[src/rtl/i2c_pkg.sv]
// Shared types and constants for the I2C register-window target.
package i2c_pkg;

   localparam int I2C_ADDR_W = 7;
   localparam int I2C_BYTE_W = 8;

   // Level placed on SDA by the receiver of a byte during the ninth clock
   localparam logic ACK  = 1'b0;
   localparam logic NACK = 1'b1;

   typedef enum logic [3:0] {
      IDLE,
      ADDR,
      ADDR_ACK,
      PTR,
      PTR_ACK,
      WDATA,
      WDATA_ACK,
      RDATA,
      RD_MACK,
      IGNORE
   } i2c_tgt_state_t;

endpackage

[src/rtl/i2c_line_cond.sv]
// Synchroniser plus glitch filter for one I2C line; emits one-cycle
// rise/fall pulses of the filtered level. Lines idle high, so reset is 1.
module i2c_line_cond #(
   parameter int SYNC_STAGES = 2,
   parameter int FILTER_LEN  = 3
)(
   input  logic clock,
   input  logic reset,
   input  logic pin,
   output logic level,
   output logic rise,
   output logic fall
);

   localparam int CW = (FILTER_LEN > 1) ? $clog2(FILTER_LEN) : 1;

   logic [SYNC_STAGES-1:0] sync;
   logic [CW-1:0]          cnt;
   logic                   level_d;
   logic                   sampled;

   assign sampled = sync[SYNC_STAGES-1];

   // Bring the asynchronous pin into the clock domain
   always_ff @(posedge clock or posedge reset) begin
      if (reset) sync <= '1;
      else       sync <= {sync[SYNC_STAGES-2:0], pin};
   end

   // Accept a new level only after FILTER_LEN consecutive differing samples
   always_ff @(posedge clock or posedge reset) begin
      if (reset) begin
         level   <= 1'b1;
         level_d <= 1'b1;
         cnt     <= '0;
      end else begin
         level_d <= level;
         if (sampled != level) begin
            if (cnt == CW'(FILTER_LEN - 1)) begin
               level <= sampled;
               cnt   <= '0;
            end else begin
               cnt <= cnt + 1'b1;
            end
         end else begin
            cnt <= '0;
         end
      end
   end

   assign rise = level & ~level_d;
   assign fall = ~level & level_d;

endmodule

[src/rtl/i2c_reg_target.sv]
// I2C target exposing a register window: pointer byte, auto-incrementing
// write/read bursts, repeated START, NACK of out-of-range pointers.
module i2c_reg_target
   import i2c_pkg::*;
#(
   parameter logic [I2C_ADDR_W-1:0] I2C_ADDRESS = 7'h49,
   parameter int NUM_REGS    = 16,
   parameter int SYNC_STAGES = 2,
   parameter int FILTER_LEN  = 3,
   localparam int PTR_W = (NUM_REGS > 1) ? $clog2(NUM_REGS) : 1
)(
   input  logic                  clock,
   input  logic                  reset,
   input  logic                  scl_in,
   input  logic                  sda_in,
   output logic                  sda_oe,
   output logic                  wr_valid,
   output logic [PTR_W-1:0]      wr_addr,
   output logic [I2C_BYTE_W-1:0] wr_data,
   output logic                  rd_req,
   output logic [PTR_W-1:0]      rd_addr,
   input  logic [I2C_BYTE_W-1:0] rd_data,
   output logic                  busy
);

   logic scl_lvl, scl_rise, scl_fall;
   logic sda_lvl, sda_rise, sda_fall;
   logic start, stop;

   i2c_tgt_state_t state, state_next;
   logic [3:0]            bit_cnt;
   logic [I2C_BYTE_W-1:0] shift;
   logic [I2C_BYTE_W-1:0] tx;
   logic [PTR_W-1:0]      ptr;
   logic                  ld_pend, wr_pend;

   logic shift_en, cnt_clr, oe_set, oe_clr, oe_tx, ptr_load;
   logic rd_first, rd_next, wr_arm, busy_set, busy_clr;

   function automatic logic [PTR_W-1:0] ptr_inc(input logic [PTR_W-1:0] p);
      if (p == PTR_W'(NUM_REGS - 1)) return '0;
      else                           return p + 1'b1;
   endfunction

   i2c_line_cond #(.SYNC_STAGES(SYNC_STAGES), .FILTER_LEN(FILTER_LEN)) u_scl (
      .clock(clock), .reset(reset), .pin(scl_in),
      .level(scl_lvl), .rise(scl_rise), .fall(scl_fall)
   );

   i2c_line_cond #(.SYNC_STAGES(SYNC_STAGES), .FILTER_LEN(FILTER_LEN)) u_sda (
      .clock(clock), .reset(reset), .pin(sda_in),
      .level(sda_lvl), .rise(sda_rise), .fall(sda_fall)
   );

   assign start = sda_fall & scl_lvl;
   assign stop  = sda_rise & scl_lvl;

   // State register
   always_ff @(posedge clock or posedge reset) begin
      if (reset) state <= IDLE;
      else       state <= state_next;
   end

   // Next state and datapath strobes; START/STOP override bit handling
   always_comb begin
      state_next = state;
      shift_en = 1'b0;  cnt_clr  = 1'b0;  oe_set   = 1'b0;  oe_clr = 1'b0;
      oe_tx    = 1'b0;  ptr_load = 1'b0;  rd_first = 1'b0;  rd_next = 1'b0;
      wr_arm   = 1'b0;  busy_set = 1'b0;  busy_clr = 1'b0;
      if (start) begin
         state_next = ADDR;  cnt_clr = 1'b1;  oe_clr = 1'b1;  busy_clr = 1'b1;
      end else if (stop) begin
         state_next = IDLE;  cnt_clr = 1'b1;  oe_clr = 1'b1;  busy_clr = 1'b1;
      end else begin
         case (state)
            ADDR: begin
               if (scl_rise) shift_en = 1'b1;
               else if (scl_fall && bit_cnt == 4'd8) begin
                  cnt_clr = 1'b1;
                  if (shift[7:1] == I2C_ADDRESS) begin
                     state_next = ADDR_ACK;  oe_set = 1'b1;  busy_set = 1'b1;
                  end else begin
                     state_next = IGNORE;
                  end
               end
            end
            ADDR_ACK: begin
               // A read fetches its first byte while the master clocks the ACK
               if (scl_rise && shift[0]) begin
                  state_next = RDATA;  rd_first = 1'b1;
               end else if (scl_fall && !shift[0]) begin
                  state_next = PTR;  oe_clr = 1'b1;
               end
            end
            PTR: begin
               if (scl_rise) shift_en = 1'b1;
               else if (scl_fall && bit_cnt == 4'd8) begin
                  cnt_clr = 1'b1;
                  if ({24'd0, shift} < 32'(NUM_REGS)) begin
                     state_next = PTR_ACK;  ptr_load = 1'b1;  oe_set = 1'b1;
                  end else begin
                     state_next = IGNORE;  busy_clr = 1'b1;
                  end
               end
            end
            WDATA: begin
               if (scl_rise) begin
                  shift_en = 1'b1;
                  if (bit_cnt == 4'd7) wr_arm = 1'b1;
               end else if (scl_fall && bit_cnt == 4'd8) begin
                  state_next = WDATA_ACK;  cnt_clr = 1'b1;  oe_set = 1'b1;
               end
            end
            PTR_ACK, WDATA_ACK: begin
               if (scl_fall) begin
                  state_next = WDATA;  oe_clr = 1'b1;
               end
            end
            RDATA: begin
               if (scl_fall) begin
                  if (bit_cnt == 4'd8) begin
                     state_next = RD_MACK;  cnt_clr = 1'b1;  oe_clr = 1'b1;
                  end else begin
                     oe_tx = 1'b1;
                  end
               end
            end
            RD_MACK: begin
               if (scl_rise) begin
                  if (sda_lvl == ACK) begin
                     state_next = RDATA;  rd_next = 1'b1;
                  end else begin
                     state_next = IGNORE;  busy_clr = 1'b1;
                  end
               end
            end
            default: ;
         endcase
      end
   end

   // Bit counter, shifters, pointer and registered outputs
   always_ff @(posedge clock or posedge reset) begin
      if (reset) begin
         bit_cnt  <= '0;
         shift    <= '0;
         tx       <= '0;
         ptr      <= '0;
         ld_pend  <= 1'b0;
         wr_pend  <= 1'b0;
         sda_oe   <= 1'b0;
         wr_valid <= 1'b0;
         wr_addr  <= '0;
         wr_data  <= '0;
         rd_req   <= 1'b0;
         rd_addr  <= '0;
         busy     <= 1'b0;
      end else begin
         wr_valid <= 1'b0;
         rd_req   <= 1'b0;
         ld_pend  <= rd_first | rd_next;
         wr_pend  <= wr_arm;

         if (cnt_clr)                bit_cnt <= '0;
         else if (shift_en || oe_tx) bit_cnt <= bit_cnt + 4'd1;

         if (shift_en) shift <= {shift[6:0], sda_lvl};

         if (oe_set)      sda_oe <= 1'b1;
         else if (oe_clr) sda_oe <= 1'b0;
         else if (oe_tx)  sda_oe <= ~tx[7];

         if (oe_tx)        tx <= {tx[6:0], 1'b0};
         else if (ld_pend) tx <= rd_data;

         if (busy_clr)      busy <= 1'b0;
         else if (busy_set) busy <= 1'b1;

         if (rd_first) begin
            rd_req  <= 1'b1;
            rd_addr <= ptr;
         end else if (rd_next) begin
            rd_req  <= 1'b1;
            rd_addr <= ptr_inc(ptr);
            ptr     <= ptr_inc(ptr);
         end else if (ptr_load) begin
            ptr <= shift[PTR_W-1:0];
         end else if (wr_pend) begin
            wr_valid <= 1'b1;
            wr_addr  <= ptr;
            wr_data  <= shift;
            ptr      <= ptr_inc(ptr);
         end
      end
   end

endmodule

[config.mk]
export PLATFORM = sky130hd
export DESIGN_NAME = i2c_reg_target
export DESIGN_NICKNAME = d
export VERILOG_FILES = /design/src/rtl/i2c_pkg.sv /design/src/rtl/i2c_line_cond.sv /design/src/rtl/i2c_reg_target.sv
export SDC_FILE = /design/constraint.sdc
export NUM_CORES = 1
export LEC_CHECK = 0
export CORE_MARGIN = 2
export CORE_UTILIZATION = 48
export CTS_CLUSTER_SIZE = 30
export DETAILED_ROUTE_END_ITERATION = 10
export PLACE_DENSITY = 0.69
export SLEW_MARGIN = 20
export SYNTH_ARGS = -nofsm -noshare
export SYNTH_HDL_FRONTEND = slang
export SYNTH_SLANG_ARGS = --single-unit
[constraint.sdc]
create_clock -name clock -period 3.8 [get_ports clock]
set_input_delay 0.57 -clock clock [delete_from_list [all_inputs] [get_ports clock]]
set_output_delay 0.57 -clock clock [all_outputs]
set_load 0.005 [all_outputs]
## Yosys cells after proc, flatten, opt, wreduce, memory -nomap -nowiden

Index checks and enable logic that the tools add are counted.

- Output and inout bits: 20
- Register bits: 62
- Word-level logic and storage cells: 190
- Bits of input ports: 12

- Equality and inequality tests: 27
- Add/sub/neg operators: 4
- Bitwise gates (word level): 15
- Muxes and demuxes: 102
- Magnitude comparators: 1
- Reductions and logical operators: 19

Operator list:

| operator | number |
|---|---|
| 4-bit 2-to-1 mux | 25 |
| 1-bit 2-to-1 mux | 66 |
| 4-bit inequality test, second input constant | 10 |
| 4-bit case mux with 7 select lines | 1 |
| 4-bit by 3-bit equality test with 1-bit output, second input constant | 5 |
| 8-bit 2-to-1 mux | 2 |
| 4-bit equality test, second input constant | 3 |
| 12-bit AND reduction | 1 |
| 9-bit nonzero test | 1 |
| 4-bit by 1-bit adder with 4-bit output, second input constant | 2 |
| 4-bit by 2-bit equality test with 1-bit output, second input constant | 2 |
| 8-bit by 5-bit less-than comparator with 1-bit output, second input constant | 1 |
| 2-bit 2-to-1 mux | 4 |
| 1-bit NOT | 8 |
| 2-bit nonzero test | 4 |
| 7-bit equality test, second input constant | 1 |
| 1-bit AND | 6 |
| 1-bit case mux with 3 select lines | 2 |
| 2-bit AND reduction | 3 |
| 3-bit nonzero test | 2 |
| 5-bit inequality test, second input constant | 1 |
| 2-bit by 1-bit adder with 2-bit output, second input constant | 2 |
| 2-bit equality test, second input constant | 2 |
| 4-bit by 1-bit equality test with 1-bit output, second input constant | 1 |
| other kinds (9) | 13 |

## Longest topological paths before layout

- Depth after elaboration: 11
- Mapped depth: 8
- Depth with buffers taken out: 7

## Modules after synthesis

A second synthesis with hierarchy kept.

- Cells, all modules: 295
- Area, all modules: 3,206.8 um^2

By module, submodules not included:

| module | seq. area each (um^2) | cells an instance | area each (um^2) | instances |
|---|---|---|---|---|
| i2c_reg_target | 1,226.2 | 267 | 2,751.4 | 1 |
| i2c_line_cond | 155.1 | 14 | 227.7 | 2 |

## Worst setup path before layout

Ideal clock, no wire load.

- Kind: reg-to-reg
- From: register u_scl.level_d
- To: register ptr[3]
- Setup time: 0.125 ns
- Cell stages (with the launch flop): 5
- Setup slack: 1.518 ns
- Period minus slack after synthesis: 2.282 ns
- Required time: 3.675 ns
- Buffers on the path: 0
- Arrival: 2.157 ns
- Cells stage by stage: dfstp_2 > or4bb_4 > or4_4 > a31oi_4 > mux2_2

- Longest elaborated chain between the ends: 9
- Elaborated cells between the ends (all ways): 23
- Classes of those cells: mux (15); bitwise (4); reduce/logical (4)

RTL lines:

| item | line | RTL |
|---|---|---|
| start, declared | i2c_line_cond.sv:19 | `logic level_d;` |
| start signal, assigned | i2c_line_cond.sv:37 | `level_d <= level;` |
| 1-bit AND / 1-bit NOT (equally long branches) | i2c_line_cond.sv:52, i2c_line_cond.sv:51 |  |
| 1-bit logical AND / 1-bit AND (equally long branches) | i2c_reg_target.sv:97, i2c_line_cond.sv:51 |  |
| 1-bit 2-to-1 mux / 1-bit logical AND (equally long branches) | i2c_reg_target.sv:97, i2c_reg_target.sv:89 |  |
| 1-bit 2-to-1 mux, on equally long branches | i2c_reg_target.sv:96, i2c_reg_target.sv:89 |  |
| 1-bit 2-to-1 mux | i2c_reg_target.sv:75 | `case (state)` |
| 1-bit 2-to-1 mux | i2c_reg_target.sv:72 | `end else if (stop) begin` |
| 1-bit 2-to-1 mux | i2c_reg_target.sv:70 | `if (start) begin` |
| 3-bit nonzero test (no line) (tied with other cells) | n/a |  |
| 2-bit AND reduction (no line) / 4-bit 2-to-1 mux (equally long branches) | n/a |  |
| end signal, assigned | i2c_reg_target.sv:185 | `ptr <= ptr_inc(ptr);` |
| end signal, assigned | i2c_reg_target.sv:187 | `ptr <= shift[PTR_W-1:0];` |
| end signal, assigned | i2c_reg_target.sv:192 | `ptr <= ptr_inc(ptr);` |
| end, declared | i2c_reg_target.sv:34 | `logic [PTR_W-1:0] ptr;` |

Parallel ways exist; a longest one is shown, timed or not.
A chain may end at the register's enable or synchronous reset.

## Final worst setup path

- From: register state[1]
- To: register wr_addr[3]

- Longest elaborated chain between the ends: 6
- Elaborated cells between the ends (all ways): 16
- Classes of those cells: eq/ne (3); mux (9); bitwise (3); reduce/logical (1)

RTL lines:

| item | line | RTL |
|---|---|---|
| start, declared | i2c_reg_target.sv:30 | `i2c_tgt_state_t state, state_next;` |
| start signal, assigned | i2c_reg_target.sv:61 | `else state <= state_next;` |
| 4-bit equality test / 4-bit by 2-bit equality test with 1-bit output (equally long branches) | i2c_reg_target.sv:75 |  |
| 1-bit 2-to-1 mux | i2c_reg_target.sv:75 |  |
| 1-bit 2-to-1 mux | i2c_reg_target.sv:72 |  |
| 1-bit 2-to-1 mux | i2c_reg_target.sv:70 |  |
| 1-bit NOT (no line) | n/a |  |
| 4-bit AND reduction (no line) (*) | n/a |  |
| end signal, assigned | i2c_reg_target.sv:190 | `wr_addr <= ptr;` |
| end, declared | i2c_reg_target.sv:18 | `output logic [PTR_W-1:0] wr_addr,` |

Mark *: on every way between the ends. The rest lies on a longest branch, timed or not.

==> key figures <==
Global route
  – GRT Resource Usage Total: 0.182
  – Vias in the first global route: 2,129
  – Initial antenna violation count: 0
  – GR Overflow Total: 0
  – Largest net degree at the start of global routing: 53
  – First-pass GRT wire length: 10,400 µm

Final layout
  – Post-route cell area: 3690 µm²
  – Number of inserted diodes: 0
  – Layout area overhead: 17.1%
  – Share of layout cells above drive strength 1: 0.199
  – Final #Nets: 332
  – Fillcell total: 544

Synth
  – Ys async rst share: 1.00
  – Syn Inst Count: 290
  – Synth Flop Type: dfrtp_1
  – Post-synth cell types: 64
  – Post-synth EDFFs: 0
  – Post-synthesis instance area: 3150 µm²
  – Mean Syn Cell Area: 10.9 µm²
  – Sequential-to-total area share from yosys stat: 0.487
  – Synth warnings: 0
  – Syn Nets: 305
  – Synthesis-stage register bit count: 61

STA
  – Setup Viol. Count Final: 0
  – Max Clock Skew: 0.0133 ns
  – Worst slew margin: 0.417
  – Final Hold Viols: 0
  – Setup TNS: 0 ns
  – RSZ-0062 raised after global routing: false
  – Slew at the pin closest to its max-slew limit: 0.874 ns
  – FMAX: 351 MHz
  – Final period utilization: 0.749
  – Pins Over Slew Limit: 0
  – Setup WS post-layout: 0.952 ns
  – Min Tclk post-route: 2.85 ns

Power
  – Worst IR drop on VDD: 0.385 mV
  – Power density over cell area: 632 nW/µm²
  – Tot Pwr: 0.00233 W
  – Leakage: 1.55 nW

Drt
  – WL final: 6120 µm
  – Number of remaining DRC errors: 0
  – DR iter-0 viols: 189
  – Via density: 5.63
  – Final ANT Viol Nets: 0
  – 1st-pass router iterations: 4
  – Drt wl/cell: 15.3 µm
  – Vias: 2,246

Placed design
  – Dpl ws: 0.927 ns
  – Hpwl dp: 4260 µm
  – Routability congestion estimate: 0.885
  – Post-DP Area: 3450 µm²
  – Port Buf Inserts: 31

CTS
  – CTS Root Cell: clkbuf_8
  – # H-tree levels: 3
  – Cts hold-fix bufs: 0
  – Worst-path clk slew: 0.07 ns
  – Sink Count: 61
  – CTS tree: yes
  – # resized after CTS: 0
  – Worst-skew pair later-pin latency: 0.35 ns
  – CTS max path bufs: 2
  – CTS Buf Count: 9
  – Post-CTS setup buffer count: 0

Critical path
  – Critical Path RT: 4.03 ns
  – CP Capture Type: flop
  – Data arrival time of the critical path: 3.08 ns
  – CP Class: reg -> reg
  – Crit path launch type: flop
  – Worst-path maximum fanout: 22

Die
  – Chip height: 85.1 µm
  – Starting density of the core: 0.497
  – Core Box Area: 6350 µm²
  – Io pins: 32
  – Chip Width: 85.1 µm
  – Die area: 7240 µm²
  – Row count: 29

Flow run
  – Max Cap Violations: 0

Status
  – Status: completed

Worst hold path
  – HP Class: reg -> reg
==> sequential cells by signal, summed over array words and instances, names as in the netlist, 2 cells and up <==
name	cells
u_sda.cnt	2
rd_addr	4
u_scl.sync	2
u_sda.sync	2
u_scl.cnt	2
wr_data	8
shift	8
state	4
ptr	4
tx	8
wr_addr	4
bit_cnt	4
==> area by class of cell <==
cell class                 instances  area (µm²)  area share
sequential                        61        1540       0.416
timing repair buffer              32         318      0.0861
clock inverter                     3        67.6      0.0183
tap                               77        96.3      0.0261
inverter                          11        42.5      0.0115
clock buffer                      13         169      0.0457
multi-input combinational        202        1460       0.396
==> through the flow <==
stage / std cells / hold WS (ns) / utilization
2_1_floorplan: 290 / 0.345 / -
3_3_place_gp: 383 / 0.347 / 0.544
3_5_place_dp: 383 / 0.348 / 0.544
4_1_cts: 399 / 0.355 / 0.581
5_1_grt: 399 / 0.357 / 0.581
6_report: 399 / 0.353 / 0.581
==> per-layer routing <==
metal,vias up,global-route usage,wire length (µm),share of wire
li1,1103,-,-,-
met1,1088,0.244,2890,0.47
met2,48,0.289,2870,0.47
met3,7,0.0496,273,0.045
met4,0,0.0606,78,0.013
met5,-,0,0,0
==> synthesized netlist by cell type (3+ instances only) <==
| cell | instances | area share |
|---|---|---|
| nand2_1 | 19 | 0.023 |
| or2_2 | 3 | 0.0060 |
| nor3_1 | 3 | 0.0048 |
| nor4b_1 | 3 | 0.0083 |
| mux2i_1 | 12 | 0.038 |
| a21oi_1 | 10 | 0.016 |
| o21bai_1 | 3 | 0.0071 |
| mux2_2 | 24 | 0.086 |
| or3_1 | 3 | 0.0060 |
| a31oi_1 | 8 | 0.016 |
| nand3_1 | 5 | 0.0079 |
| nor2_1 | 17 | 0.020 |
| clkbuf_1 | 7 | 0.0083 |
| xnor2_1 | 7 | 0.019 |
| nor2b_1 | 8 | 0.016 |
| nand2b_1 | 3 | 0.0060 |
| o21ai_0 | 23 | 0.036 |
| dfstp_2 | 8 | 0.067 |
| a21boi_0 | 3 | 0.0071 |
| ha_1 | 3 | 0.012 |
| dfrtp_1 | 53 | 0.42 |
| inv_1 | 11 | 0.013 |
==> cells in the final DEF (no fill, tap or decap), types with 3 or more instances in the layout <==
cell type	Yosys	routed
a21boi_0	3	3
a21oi_1	10	10
a31oi_1	8	8
clkbuf_8	2	12
clkdlybuf4s50_1	0	31
dfrtp_1	53	53
dfstp_2	8	8
ha_1	3	3
inv_1	11	10
mux2_2	24	24
mux2i_1	12	12
nand2_1	19	19
nand2b_1	3	3
nand3_1	5	5
nor2_1	17	17
nor2b_1	8	8
nor3_1	3	3
nor4b_1	3	3
o21ai_0	23	23
o21bai_1	3	3
or2_2	3	3
or3_1	3	3
xnor2_1	7	7
==> worst paths after layout <==
| kind | from | endpoint | slack, ns | depth (start not counted) |
|---|---|---|---|---|
| min in group asynchronous | reset | rd_addr[3] | 0.70 | 2 |
| hold / removal | u_scl.sync[0] | u_scl.sync[1] | 0.35 | 0 |
| setup reg to reg | state[1] | wr_addr[3] | 0.95 | 5 |
| max in group asynchronous | reset | u_sda.level | 2.36 | 3 |
| setup / recovery | state[1] | wr_addr[3] | 0.95 | 5 |
| hold reg to reg | u_scl.sync[0] | u_scl.sync[1] | 0.35 | 0 |
==> cells by family (layout without fill, tap and decap cells) <==
logic type,after synthesis,after routing,synth area share
and+or+nand+nor,85,85,0.158
muxes,36,36,0.124
AOI/OAI and AO/OA,70,70,0.148
DFF,61,61,0.487
adders and majority gates,3,3,0.0119
buffers and inverters,27,59,0.0492
xor gates and xnor gates,8,8,0.0222
==> critical path, cell delays in order (launching register included) <==
cell,delay (ns)
dfrtp_1,0.61
nor4b_1,0.69
nand3_2,0.36
nand2b_1,0.19
or3_1,0.48
mux2_2,0.41
==> power breakdown <==
group	switching, W	leakage [nW]	internal, W
logic	0.000300	0.659	0.000314
clock network	0.000249	0.116	0.000423
registers	0.000233	0.778	0.000814
Power figures use the tool's default switching activity.
